==> src/rtl/link_pkg.sv <==
// Shared types and encodings for the board-to-board character link.
// Used by both the transmitter and the receiver.
package link_pkg;

  localparam int DEFAULT_CLKS_PER_BIT = 434;

  localparam int PARITY_NONE = 0;
  localparam int PARITY_EVEN = 1;
  localparam int PARITY_ODD  = 2;

  typedef enum logic [2:0] {
    S_IDLE,
    S_START,
    S_DATA,
    S_PARITY,
    S_STOP
  } tx_state_e;

  function automatic logic parity_bit(
    input logic [7:0] b,
    input int         mode
  );
    return (mode == PARITY_ODD) ? ~^b : ^b;
  endfunction

endpackage

==> src/rtl/char_serial_tx_if.sv <==
// PIO-side handshake bundle of the character transmitter.
// master = firmware side, slave = transmitter.
interface char_serial_tx_if;

  logic [7:0] data_out;
  logic       load;
  logic       trans_en;
  logic       tx;
  logic       char_sent;
  logic       busy;
  logic       hold_full;

  modport master (
    output data_out, load, trans_en,
    input  tx, char_sent, busy, hold_full
  );

  modport slave (
    input  data_out, load, trans_en,
    output tx, char_sent, busy, hold_full
  );

endinterface

==> src/rtl/char_serial_tx_bit_timer.sv <==
// Bit-period counter: counts 0..CLKS_PER_BIT-1, ticks on terminal count.
// Shared with the receiver.
module bit_timer
  import link_pkg::*;
#(
  parameter int CLKS_PER_BIT = DEFAULT_CLKS_PER_BIT
) (
  input  logic clk,
  input  logic reset,
  input  logic clear,
  output logic tick
);

  localparam int W = $clog2(CLKS_PER_BIT);
  localparam logic [W-1:0] LAST = W'(CLKS_PER_BIT - 1);

  logic [W-1:0] cnt;

  assign tick = (cnt == LAST);

  always_ff @(posedge clk) begin
    if (reset || clear || tick) cnt <= '0;
    else                        cnt <= cnt + 1'b1;
  end

endmodule

==> src/rtl/char_serial_tx.sv <==
// Character link transmitter: start / 8 data LSB-first / opt parity / stop.
// Single holding register in front of the shift register.
module char_serial_tx
  import link_pkg::*;
#(
  parameter int CLKS_PER_BIT = DEFAULT_CLKS_PER_BIT,
  parameter int PARITY       = PARITY_NONE,
  parameter int STOP_BITS    = 1
) (
  input logic             clk,
  input logic             reset,
  char_serial_tx_if.slave bus
);

  localparam logic [2:0] LAST_STOP = 3'(STOP_BITS - 1);

  tx_state_e  state, state_n;
  logic       load_q, load_rise;
  logic       tick, tmr_clr;
  logic       start, shift, done, done_q;
  logic       tx_d;
  logic [7:0] hold_reg, shift_reg;
  logic [2:0] bit_idx;
  logic       par_q;
  logic       tx_q, busy_q, sent_q, hold_full;

  assign load_rise = bus.load & ~load_q;
  assign tmr_clr   = (state_n != state);

  assign bus.tx        = tx_q;
  assign bus.busy      = busy_q;
  assign bus.char_sent = sent_q;
  assign bus.hold_full = hold_full;

  bit_timer #(
    .CLKS_PER_BIT(CLKS_PER_BIT)
  ) u_timer (
    .clk  (clk),
    .reset(reset),
    .clear(tmr_clr),
    .tick (tick)
  );

  always_ff @(posedge clk) begin
    if (reset) state <= S_IDLE;
    else       state <= state_n;
  end

  always_comb begin
    state_n = state;
    start   = 1'b0;
    shift   = 1'b0;
    done    = 1'b0;
    tx_d    = 1'b1;
    unique case (state)
      S_IDLE: begin
        if (hold_full && bus.trans_en) begin
          state_n = S_START;
          start   = 1'b1;
        end
      end
      S_START: begin
        tx_d = 1'b0;
        if (tick) state_n = S_DATA;
      end
      S_DATA: begin
        tx_d = shift_reg[0];
        if (tick) begin
          shift = 1'b1;
          if (bit_idx == 3'd7)
            state_n = (PARITY != PARITY_NONE) ? S_PARITY : S_STOP;
        end
      end
      S_PARITY: begin
        tx_d = par_q;
        if (tick) state_n = S_STOP;
      end
      S_STOP: begin
        if (tick && bit_idx == LAST_STOP) begin
          // a pending byte chains straight into its start bit
          if (hold_full && bus.trans_en) begin
            state_n = S_START;
            start   = 1'b1;
          end else begin
            state_n = S_IDLE;
            done    = 1'b1;
          end
        end
      end
      default: state_n = S_IDLE;
    endcase
  end

  always_ff @(posedge clk) begin
    if (reset) begin
      load_q    <= 1'b0;
      hold_reg  <= '0;
      hold_full <= 1'b0;
      shift_reg <= '0;
      par_q     <= 1'b0;
      bit_idx   <= '0;
      tx_q      <= 1'b1;
      busy_q    <= 1'b0;
      done_q    <= 1'b0;
      sent_q    <= 1'b0;
    end else begin
      load_q    <= bus.load;
      tx_q      <= tx_d;
      busy_q    <= (state != S_IDLE);
      // line lags state by one cycle; done_q keeps char_sent behind the stop bit
      done_q    <= done & ~load_rise;
      hold_full <= load_rise | (hold_full & ~start);
      if (load_rise) hold_reg <= bus.data_out;
      if (start) begin
        shift_reg <= hold_reg;
        par_q     <= parity_bit(hold_reg, PARITY);
      end else if (shift) begin
        shift_reg <= shift_reg >> 1;
      end
      if (tmr_clr)
        bit_idx <= '0;
      else if (tick && (state == S_DATA || state == S_STOP))
        bit_idx <= bit_idx + 1'b1;
      if (load_rise)   sent_q <= 1'b0;
      else if (done_q) sent_q <= 1'b1;
    end
  end

endmodule

==> src/flat_wrapper.sv <==
// flat-port wrapper written by rule: the top's interface ports become plain ports
module char_serial_tx_flat import link_pkg::*;
#(
  parameter int CLKS_PER_BIT = DEFAULT_CLKS_PER_BIT,
  parameter int PARITY       = PARITY_NONE,
  parameter int STOP_BITS    = 1
)
  (clk, reset, bus_data_out, bus_load, bus_trans_en, bus_tx, bus_char_sent, bus_busy, bus_hold_full);
  char_serial_tx_if bus_i ();
  input logic clk;
  input logic reset;
  input wire logic [$bits(bus_i.data_out)-1:0] bus_data_out;
  input wire logic [$bits(bus_i.load)-1:0] bus_load;
  input wire logic [$bits(bus_i.trans_en)-1:0] bus_trans_en;
  output wire logic [$bits(bus_i.tx)-1:0] bus_tx;
  output wire logic [$bits(bus_i.char_sent)-1:0] bus_char_sent;
  output wire logic [$bits(bus_i.busy)-1:0] bus_busy;
  output wire logic [$bits(bus_i.hold_full)-1:0] bus_hold_full;
  assign bus_i.data_out = bus_data_out;
  assign bus_i.load = bus_load;
  assign bus_i.trans_en = bus_trans_en;
  assign bus_tx = bus_i.tx;
  assign bus_char_sent = bus_i.char_sent;
  assign bus_busy = bus_i.busy;
  assign bus_hold_full = bus_i.hold_full;
  char_serial_tx #(.CLKS_PER_BIT(CLKS_PER_BIT), .PARITY(PARITY), .STOP_BITS(STOP_BITS)) u_core (.clk(clk), .reset(reset), .bus(bus_i));
endmodule
==> config.mk <==
export PLATFORM = sky130hd
export DESIGN_NAME = char_serial_tx_flat
export DESIGN_NICKNAME = d
export VERILOG_FILES = /design/src/rtl/link_pkg.sv /design/src/rtl/char_serial_tx_if.sv /design/src/rtl/char_serial_tx_bit_timer.sv /design/src/rtl/char_serial_tx.sv /design/src/flat_wrapper.sv
export SDC_FILE = /design/constraint.sdc
export NUM_CORES = 1
export LEC_CHECK = 0
export ABC_AREA = 1
export ABC_CLOCK_PERIOD_IN_PS = 2020
export BUFFER_PORTS_ARGS = -buffer_cell sky130_fd_sc_hd__buf_2
export CAP_MARGIN = 5
export CORE_ASPECT_RATIO = 1.5
export CORE_UTILIZATION = 39
export CTS_CLUSTER_SIZE = 30
export DETAILED_ROUTE_END_ITERATION = 8
export SYNTH_ARGS = -nofsm -noshare
export SYNTH_HDL_FRONTEND = slang
export SYNTH_HIERARCHICAL = 1
export SYNTH_SLANG_ARGS = --single-unit
==> constraint.sdc <==
create_clock -name clk -period 2.02 [get_ports clk]
set_input_delay 0.101 -clock clk [delete_from_list [all_inputs] [get_ports clk]]
set_output_delay 0.101 -clock clk [all_outputs]
set_load 0.02 [all_outputs]
==> flow_metrics.py, run 1 <==
metrics = {
    "timing": {
        "fin_worst_skew_ns": 0.00152,
        "final_count_of_hold_timing_violations": 0,
        "finalWorstPathRequiredPeriod_ns": 1.78,
        "slew_violations": 0,
        "finalCritPeriodShare": 0.881,
        "timing.fmax_mhz": 562,
        "final-setup-viol-count": 0,
        "setup_tns_final_ns": 0,
        "worst_pin_slew_ns": 0.367,
        "rsz0062_at_grt": "no",
        "slew_headroom": 0.755,
    },
    "route": {
        "finalWirelength_mm": 3.89,
        "detailed_route_vias_per_instance": 4.69,
        "drt-wirelength-per-cell_microns": 11.1,
        "total_via_count_in_the_routed_design": 1652,
        "detail_route.drc_violations": 0,
        "detailedRoute.firstIterationViolations": 49,
        "ant_nets": 0,
        "detailedRoute.firstPassIterationCount": 4,
    },
    "worst_setup_path": {
        "path_delay_family": "simple AND/OR/NAND/NOR gates",
        "crit_path_cell_trace": "inv_1, ha_1, nand2_1, nor2_2, nand2_2, inv_2, buf_4, nand3_1, nand2_1, nand2_1, nand3_2, nor2_4, nand2_4, a21oi_2",
        "data_arrival_time_of_the_critical_path_ns": 2.00,
        "max_stage_delay_ns": 0.37,
        "worst-setup-path-type": "flop to flop",
        "crit_path_top_delay_cell": "dfxtp_1",
        "critical_path.most_common_cell": "nand2_1",
        "path_buf_inv": 3,
        "crit_fanout": 5,
        "worstSetupStartpointType": "flop",
        "critPathRequiredTime_ns": 2.24,
        "cp-end-kind": "flop",
    },
    "power": {
        "cellPowerDensity_nw_per_um2": 678,
        "post-layout-total-power_mw": 1.49,
        "ir_worst_vdd_mv": 0.305,
        "static-leakage-power_nw": 0.892,
    },
    "synthesis": {
        "synth_most_common_cell": "nand2_1",
        "yosys_register_bits": 38,
        "netlist-cell-type-count": 31,
        "cell_area_after_synthesis_sq_um": 1940,
        "postSynthCellCount": 269,
        "ys_async_sr_fraction": 0,
        "synth.yosys.warnings": 6,
        "top_cell_type_s_share_of_synthesized_area": 0.393,
        "synthDominantAreaCellType": "dfxtp_1",
        "most_instantiated_flip_flop_cell_in_the_synthesis_netlist": "dfxtp_1",
        "net_count_of_the_mapped_netlist": 286,
        "synthesis.area_per_instance_sq_um": 7.20,
        "synth_area_leaders": "dfxtp_1 (39%), nand2_1 (12%), nor2_1 (8.7%)",
        "count_of_flip_flops_with_a_built_in_enable_after_synthesis": 0,
        "seq_area_frac_synth": 0.393,
        "most_frequent_cells_after_synthesis": "nand2_1 (60), nor2_1 (45), dfxtp_1 (38), inv_1 (26), a21oi_1 (16)",
    },
    "placement": {
        "globalplace.congestion": 0.865,
        "place_hpwl_mm": 2.88,
        "port_buffers": 15,
    },
    "clock_network": {
        "max-clock-path-buffers": 2,
        "cts-hold-fix-buffers": 0,
        "clkLatencyLatePin_ns": 0.28,
        "clk_pin_slew_ns": 0.07,
        "cts-buffers-inserted": 5,
        "htree_num_levels": 2,
        "numClockSinks": 38,
        "root_buffer": "clkbuf_8",
        "tritoncts": "yes",
    },
    "floorplan": {
        "ioPinCount": 16,
        "die_area_sq_um": 5260,
        "chipHeight_microns": 88.3,
        "initial_utilization": 0.403,
        "die_w_microns": 59.6,
        "std_cell_rows": 31,
        "floorplan.core_area_sq_um": 4810,
    },
    "global_routing": {
        "globalRouteTotalUtil": 0.169,
        "largest_net_degree_at_the_start_of_global_routing": 19,
        "grt.overflow.total": 0,
        "grt_pass1_wl_mm": 6.66,
        "grt_antenna_before_repair": 0,
        "first_global_vias": 1546,
    },
    "finish": {
        "finalCoreUtilization": 0.457,
        "num_antenna_cells": 0,
        "syn_to_final_growth_pct": 13.4,
        "final.fill_count": 527,
        "share_of_final_layout_standard_cells_stronger_than_drive_strength_1": 0.189,
        "finish.net_count": 304,
        "largest_reg_flops": 9,
    },
    "run_status": {
        "status": "finished, final reports clean",
    },
    "job": {
        "drv.max_cap_violation_count": 0,
    },
    "hold_path": {
        "hold_path.class": "input pin to flop",
    },
}
worst paths after layout:
| path | start | endpoint | slack [ns] | cells past startpoint |
|---|---|---|---|---|
| max reg2reg | u_core/u_timer/cnt[1]$_SDFF_PP0_ | u_core/u_timer/cnt[6]$_SDFF_PP0_ | 0.24 | 14 |
| min | bus_data_out[3] | u_core/hold_reg[3]$_SDFFE_PP0P_ | 0.04 | 3 |
| min reg2reg | u_core/u_timer/cnt[0]$_SDFF_PP0_ | u_core/u_timer/cnt[0]$_SDFF_PP0_ | 0.45 | 1 |
| max | u_core/u_timer/cnt[1]$_SDFF_PP0_ | u_core/u_timer/cnt[6]$_SDFF_PP0_ | 0.24 | 14 |
cell families (layout without fill, tap and decap cells):
logic type      after synthesis  count (layout)  share of synthesized area
simple gates                131             132                      0.305
buf+inv                      41              57                     0.0859
compound gates               39              39                      0.117
flops                        38              38                      0.393
xor+xnor                     15              15                     0.0678
fa+ha+maj                     5               5                     0.0323
tightest hold or removal path: stages:
cell and delay, ns:
buf_2 0.07, nor2_1 0.03, nor2_1 0.08
power breakdown:
| group | internal [mW] | total, mW | switching (mW) |
|---|---|---|---|
| clock | 0.263 | 0.502 | 0.239 |
| combinational | 0.0708 | 0.172 | 0.101 |
| sequential | 0.779 | 0.817 | 0.0380 |
| total | 1.11 | 1.49 | 0.378 |
through the flow:
stage               area (sq um)  std cells  hold WS [ns]  setup WS [ns]
finish                      2200        352        0.0384          0.240
global route                2200        352        0.0321         0.0451
CTS                         2160        350        0.0313         0.0886
detailed placement          2080        344         0.329          0.108
global placement            2080        344         0.317          0.189
floorplan                   1940        269         0.226          0.201
final cells by class:
type | count | area (sq um) | share of cell area
tap | 66 | 82.6 | 0.0376
multi-input combinational | 191 | 1040 | 0.474
clock buffer | 6 | 82.6 | 0.0376
timing repair buffer | 18 | 97.6 | 0.0444
inverter | 33 | 131 | 0.0598
sequential | 38 | 762 | 0.347
per-layer routing:
layer / share of wire / GRT usage
met1: 0.43 / 0.181
met2: 0.52 / 0.300
met3: 0.030 / 0.0453
met4: 0.026 / 0.0867
met5: 0 / 0
repair_timing:
action	in CTS	in global routing
setup endpoints to repair	0	9
gates resized for setup	0	8
buffers inserted	0	1
cell usage in the layout (no fill, tap or decap):
cell type,n
o21bai_1,2
nor2_1,43
nand2_4,6
a21oi_1,16
nor2_4,2
o22ai_1,1
o21ai_0,10
nor2_2,4
nand2_2,1
nor3_1,1
ha_1,5
o21ai_1,2
dfxtp_2,1
xor2_1,8
a31oi_1,2
inv_1,25
inv_2,5
inv_4,1
nand3_2,3
nand2_1,60
clkbuf_8,6
inv_6,1
a221oi_1,1
buf_2,15
buf_4,3
clkinv_1,1
dfxtp_1,37
xnor2_1,7
nand3_1,8
nor2_8,1
nand4_1,2
nor4_1,1
a21oi_2,5
No activity file was read; power rests on OpenSTA's default activity.
==> run 2, diff against run 1 <==
--- a/config.mk
+++ b/config.mk
@@ -5,14 +5,13 @@
 export SDC_FILE = /design/constraint.sdc
 export NUM_CORES = 1
 export LEC_CHECK = 0
-export ABC_AREA = 1
 export ABC_CLOCK_PERIOD_IN_PS = 2020
-export BUFFER_PORTS_ARGS = -buffer_cell sky130_fd_sc_hd__buf_2
 export CAP_MARGIN = 5
 export CORE_ASPECT_RATIO = 1.5
 export CORE_UTILIZATION = 39
 export CTS_CLUSTER_SIZE = 30
 export DETAILED_ROUTE_END_ITERATION = 8
+export DONT_BUFFER_PORTS = 1
 export SYNTH_ARGS = -nofsm -noshare
 export SYNTH_HDL_FRONTEND = slang
 export SYNTH_HIERARCHICAL = 1
==> run 2 against run 1 <==
Against the previous run:
- the run now ends with design-rule violations left
- sequential power shrank 2%
- combinational power shrank 20%
- die area shrank 8.9%
- critical path depth shrank 6
- clock skew grew 0.0053 ns
- critical endpoint unchanged
==> flow_metrics.py, run 2 <==
metrics = {
    "synthesis": {
        "netlist-cell-type-count": 40,
        "combinational_family_with_the_most_area_after_synthesis": "simple AND/OR/NAND/NOR gates",
        "synthMuxAreaShare": 0.0256,
        "synth_fa_ha_area_frac": 0.0355,
        "cell_area_after_synthesis_sq_um": 1760,
        "synthDominantAreaCellType": "dfxtp_1",
        "synth_most_common_cell": "dfxtp_1",
        "yosys_register_bits": 38,
        "ys_async_sr_fraction": 0,
        "most_instantiated_flip_flop_cell_in_the_synthesis_netlist": "dfxtp_1",
        "synth_area_in_xor_xnor": 0.0597,
        "count_of_flip_flops_with_a_built_in_enable_after_synthesis": 0,
        "synth.yosys.warnings": 6,
        "synth_area_leaders": "dfxtp_1 (43%), xnor2_1 (5.0%), nand2_1 (4.9%)",
        "synthesis.area_per_instance_sq_um": 9.13,
        "most_frequent_cells_after_synthesis": "dfxtp_1 (38), nand2_1 (23), nor2_1 (19), a21oi_1 (16), xnor2_1 (10)",
        "synth_compound_area_frac": 0.189,
        "top_cell_type_s_share_of_synthesized_area": 0.432,
        "net_count_of_the_mapped_netlist": 210,
        "synth-simple-area-share": 0.219,
        "seq_area_frac_synth": 0.432,
        "postSynthCellCount": 193,
    },
    "clock_network": {
        "root_buffer": "clkbuf_8",
        "max-clock-path-buffers": 2,
        "numClockSinks": 38,
        "cts-buffers-inserted": 5,
        "clkLatencyLatePin_ns": 0.28,
        "clk_pin_slew_ns": 0.07,
        "htree_num_levels": 2,
        "tritoncts": "yes",
    },
    "power": {
        "ir_worst_vdd_mv": 0.489,
        "post-layout-total-power_mw": 1.47,
        "cellPowerDensity_nw_per_um2": 698,
        "static-leakage-power_nw": 0.809,
    },
    "timing": {
        "rsz0062_at_grt": "yes",
        "final_count_of_hold_timing_violations": 0,
        "final-setup-viol-count": 0,
        "slew_headroom": 0.436,
        "finalWorstPathRequiredPeriod_ns": 1.94,
        "slew_violations": 0,
        "timing.fmax_mhz": 516,
        "fin_worst_skew_ns": 0.00679,
        "finalCritPeriodShare": 0.959,
        "fin_worst_hold_slack_ns": 0.0368,
        "worst_pin_slew_ns": 0.844,
        "setup_tns_final_ns": 0,
    },
    "floorplan": {
        "chipHeight_microns": 84.3,
        "floorplan.core_area_sq_um": 4280,
        "std_cell_rows": 29,
        "ioPinCount": 16,
        "die_w_microns": 56.9,
        "die_area_sq_um": 4800,
        "initial_utilization": 0.411,
    },
    "route": {
        "ant_nets": 0,
        "drt-wirelength-per-cell_microns": 13.5,
        "detailedRoute.firstPassIterationCount": 6,
        "finalWirelength_mm": 3.52,
        "detailedRoute.firstIterationViolations": 24,
        "detailed_route_vias_per_instance": 5.42,
        "total_via_count_in_the_routed_design": 1414,
        "detail_route.drc_violations": 2,
    },
    "finish": {
        "num_antenna_cells": 0,
        "finish.net_count": 231,
        "finalCoreUtilization": 0.493,
        "share_of_final_layout_standard_cells_stronger_than_drive_strength_1": 0.172,
        "layoutNonFillerInstCount": 261,
        "final.fill_count": 428,
        "largest_reg_flops": 9,
        "layout_common_cells": "dfxtp_1 (37), nand2_1 (23), nor2_1 (18)",
        "syn_to_final_growth_pct": 19.9,
        "most_common_cell_after_layout_fill_and_taps_aside": "dfxtp_1",
    },
    "worst_setup_path": {
        "reg2reg_setup_slack_ns": 0.08,
        "max_stage_delay_ns": 0.41,
        "path_delay_family": "simple AND/OR/NAND/NOR gates",
        "crit_path_top_delay_cell": "or3_4",
        "data_arrival_time_of_the_critical_path_ns": 2.08,
        "r2r_end": "u_core/u_timer/cnt[6]$_SDFF_PP0_",
        "critPathRequiredTime_ns": 2.17,
        "crit_path_cell_trace": "or3_4, nor3_4, o21a_1, a221oi_2, o21ai_2, nor2_2, o31ai_4, a21oi_1",
        "path_buf_inv": 0,
        "worstReg2RegStart": "u_core/u_timer/cnt[6]$_SDFF_PP0_",
        "cp-end-kind": "flop",
        "worst-setup-path-type": "flop to flop",
        "crit_fanout": 8,
        "timing.reg2reg.worst_path_depth": 8,
        "worstSetupStartpointType": "flop",
    },
    "placement": {
        "port_buffers": 0,
        "numPlacedInstances": 240,
        "place_hpwl_mm": 2.51,
        "globalplace.congestion": 0.829,
    },
    "global_routing": {
        "gr-usage-met1": 0.167,
        "first_global_vias": 1412,
        "grt_antenna_before_repair": 0,
        "grt.overflow.total": 0,
        "global_route.usage.met3": 0.0447,
        "grt-busiest-layer": "met2",
        "grt_pass1_wl_mm": 6.02,
        "globalRouteTotalUtil": 0.161,
        "largest_net_degree_at_the_start_of_global_routing": 24,
        "use_met2": 0.297,
    },
    "hold_path": {
        "hold_path_end": "u_core/u_timer/cnt[1]$_SDFF_PP0_",
        "hold_path.class": "input pin to flop",
        "min_path_cells": 3,
        "hold_path.startpoint": "reset",
    },
    "job": {
        "drv.max_cap_violation_count": 0,
    },
    "run_status": {
        "violated_checks": "design-rule violations",
        "status": "complete, but fails checks",
    },
}
==> run 2: power by group <==
part / leakage [nW] / total, mW / switching [mW] / internal, mW
Sequential: 0.310 / 0.800 / 0.0267 / 0.774
Combinational: 0.453 / 0.137 / 0.0679 / 0.0691
Clock: 0.0472 / 0.536 / 0.262 / 0.274
==> run 2: area by class of cell <==
cell class,instances,area (sq um),area share
multi-input cells,141,966,0.457
repair buffers,23,210,0.0995
inverters,5,21.3,0.0101
well taps,46,57.6,0.0273
flip-flops and latches,38,762,0.361
clock buffers,6,82.6,0.0391
clock inverters,2,12.5,0.00592
==> run 2: worst max-delay path by stage <==
stage	from	to	slack, ns	depth (start not counted)
after floorplan	u_core/u_timer/cnt[2]$_SDFF_PP0_	u_core/u_timer/cnt[2]$_SDFF_PP0_	0.04	8
after global routing	u_core/u_timer/cnt[6]$_SDFF_PP0_	u_core/u_timer/cnt[2]$_SDFF_PP0_	-0.01	8
after detailed placement	u_core/u_timer/cnt[6]$_SDFF_PP0_	u_core/u_timer/cnt[3]$_SDFF_PP0_	-0.0004	8
after global placement	u_core/u_timer/cnt[6]$_SDFF_PP0_	u_core/u_timer/cnt[3]$_SDFF_PP0_	0.10	8
after CTS	u_core/u_timer/cnt[6]$_SDFF_PP0_	u_core/u_timer/cnt[2]$_SDFF_PP0_	0.01	8
final	u_core/u_timer/cnt[6]$_SDFF_PP0_	u_core/u_timer/cnt[6]$_SDFF_PP0_	0.08	8
==> run 2: cells by family (layout without fill, tap and decap cells) <==
| logic type | count (synthesis) | after routing |
|---|---|---|
| mux | 4 | 4 |
| flops | 38 | 38 |
| xor+xnor | 12 | 12 |
| simple gates | 74 | 74 |
| compound gates | 46 | 46 |
| buf+inv | 14 | 36 |
| fa+ha+maj | 5 | 5 |
==> run 2: tightest hold or removal path, cell delays in order <==
cell,delay (ns)
nor2_2,0.03
o31ai_4,0.10
nor2_1,0.05
==> run 2: repair_timing <==
| action | CTS | global route |
|---|---|---|
| hold buffers | 10 | 0 |
| endpoints found under the setup margin | 2 | 19 |
| pin swaps | 1 | 7 |
| setup buffers | 0 | 3 |
| resized for setup | 2 | 3 |
| cloned | 0 | 0 |
| endpoints found under the hold margin | 23 | 0 |
==> run 2: per-stage QoR <==
step | cell area (sq um) | setup slack, ns
2_1_floorplan | 1780 | 0.0355
3_3_place_gp | 1860 | 0.103
3_5_place_dp | 1860 | -0.000442
4_1_cts | 2070 | 0.0128
5_1_grt | 2110 | -0.0104
6_report | 2110 | 0.0834
==> run 2: routing by layer <==
metal | part of all wire | vias up
li1 | - | 716
met1 | 0.43 | 678
met2 | 0.54 | 16
met3 | 0.026 | 4
met4 | 0.013 | 0
met5 | 0 | -
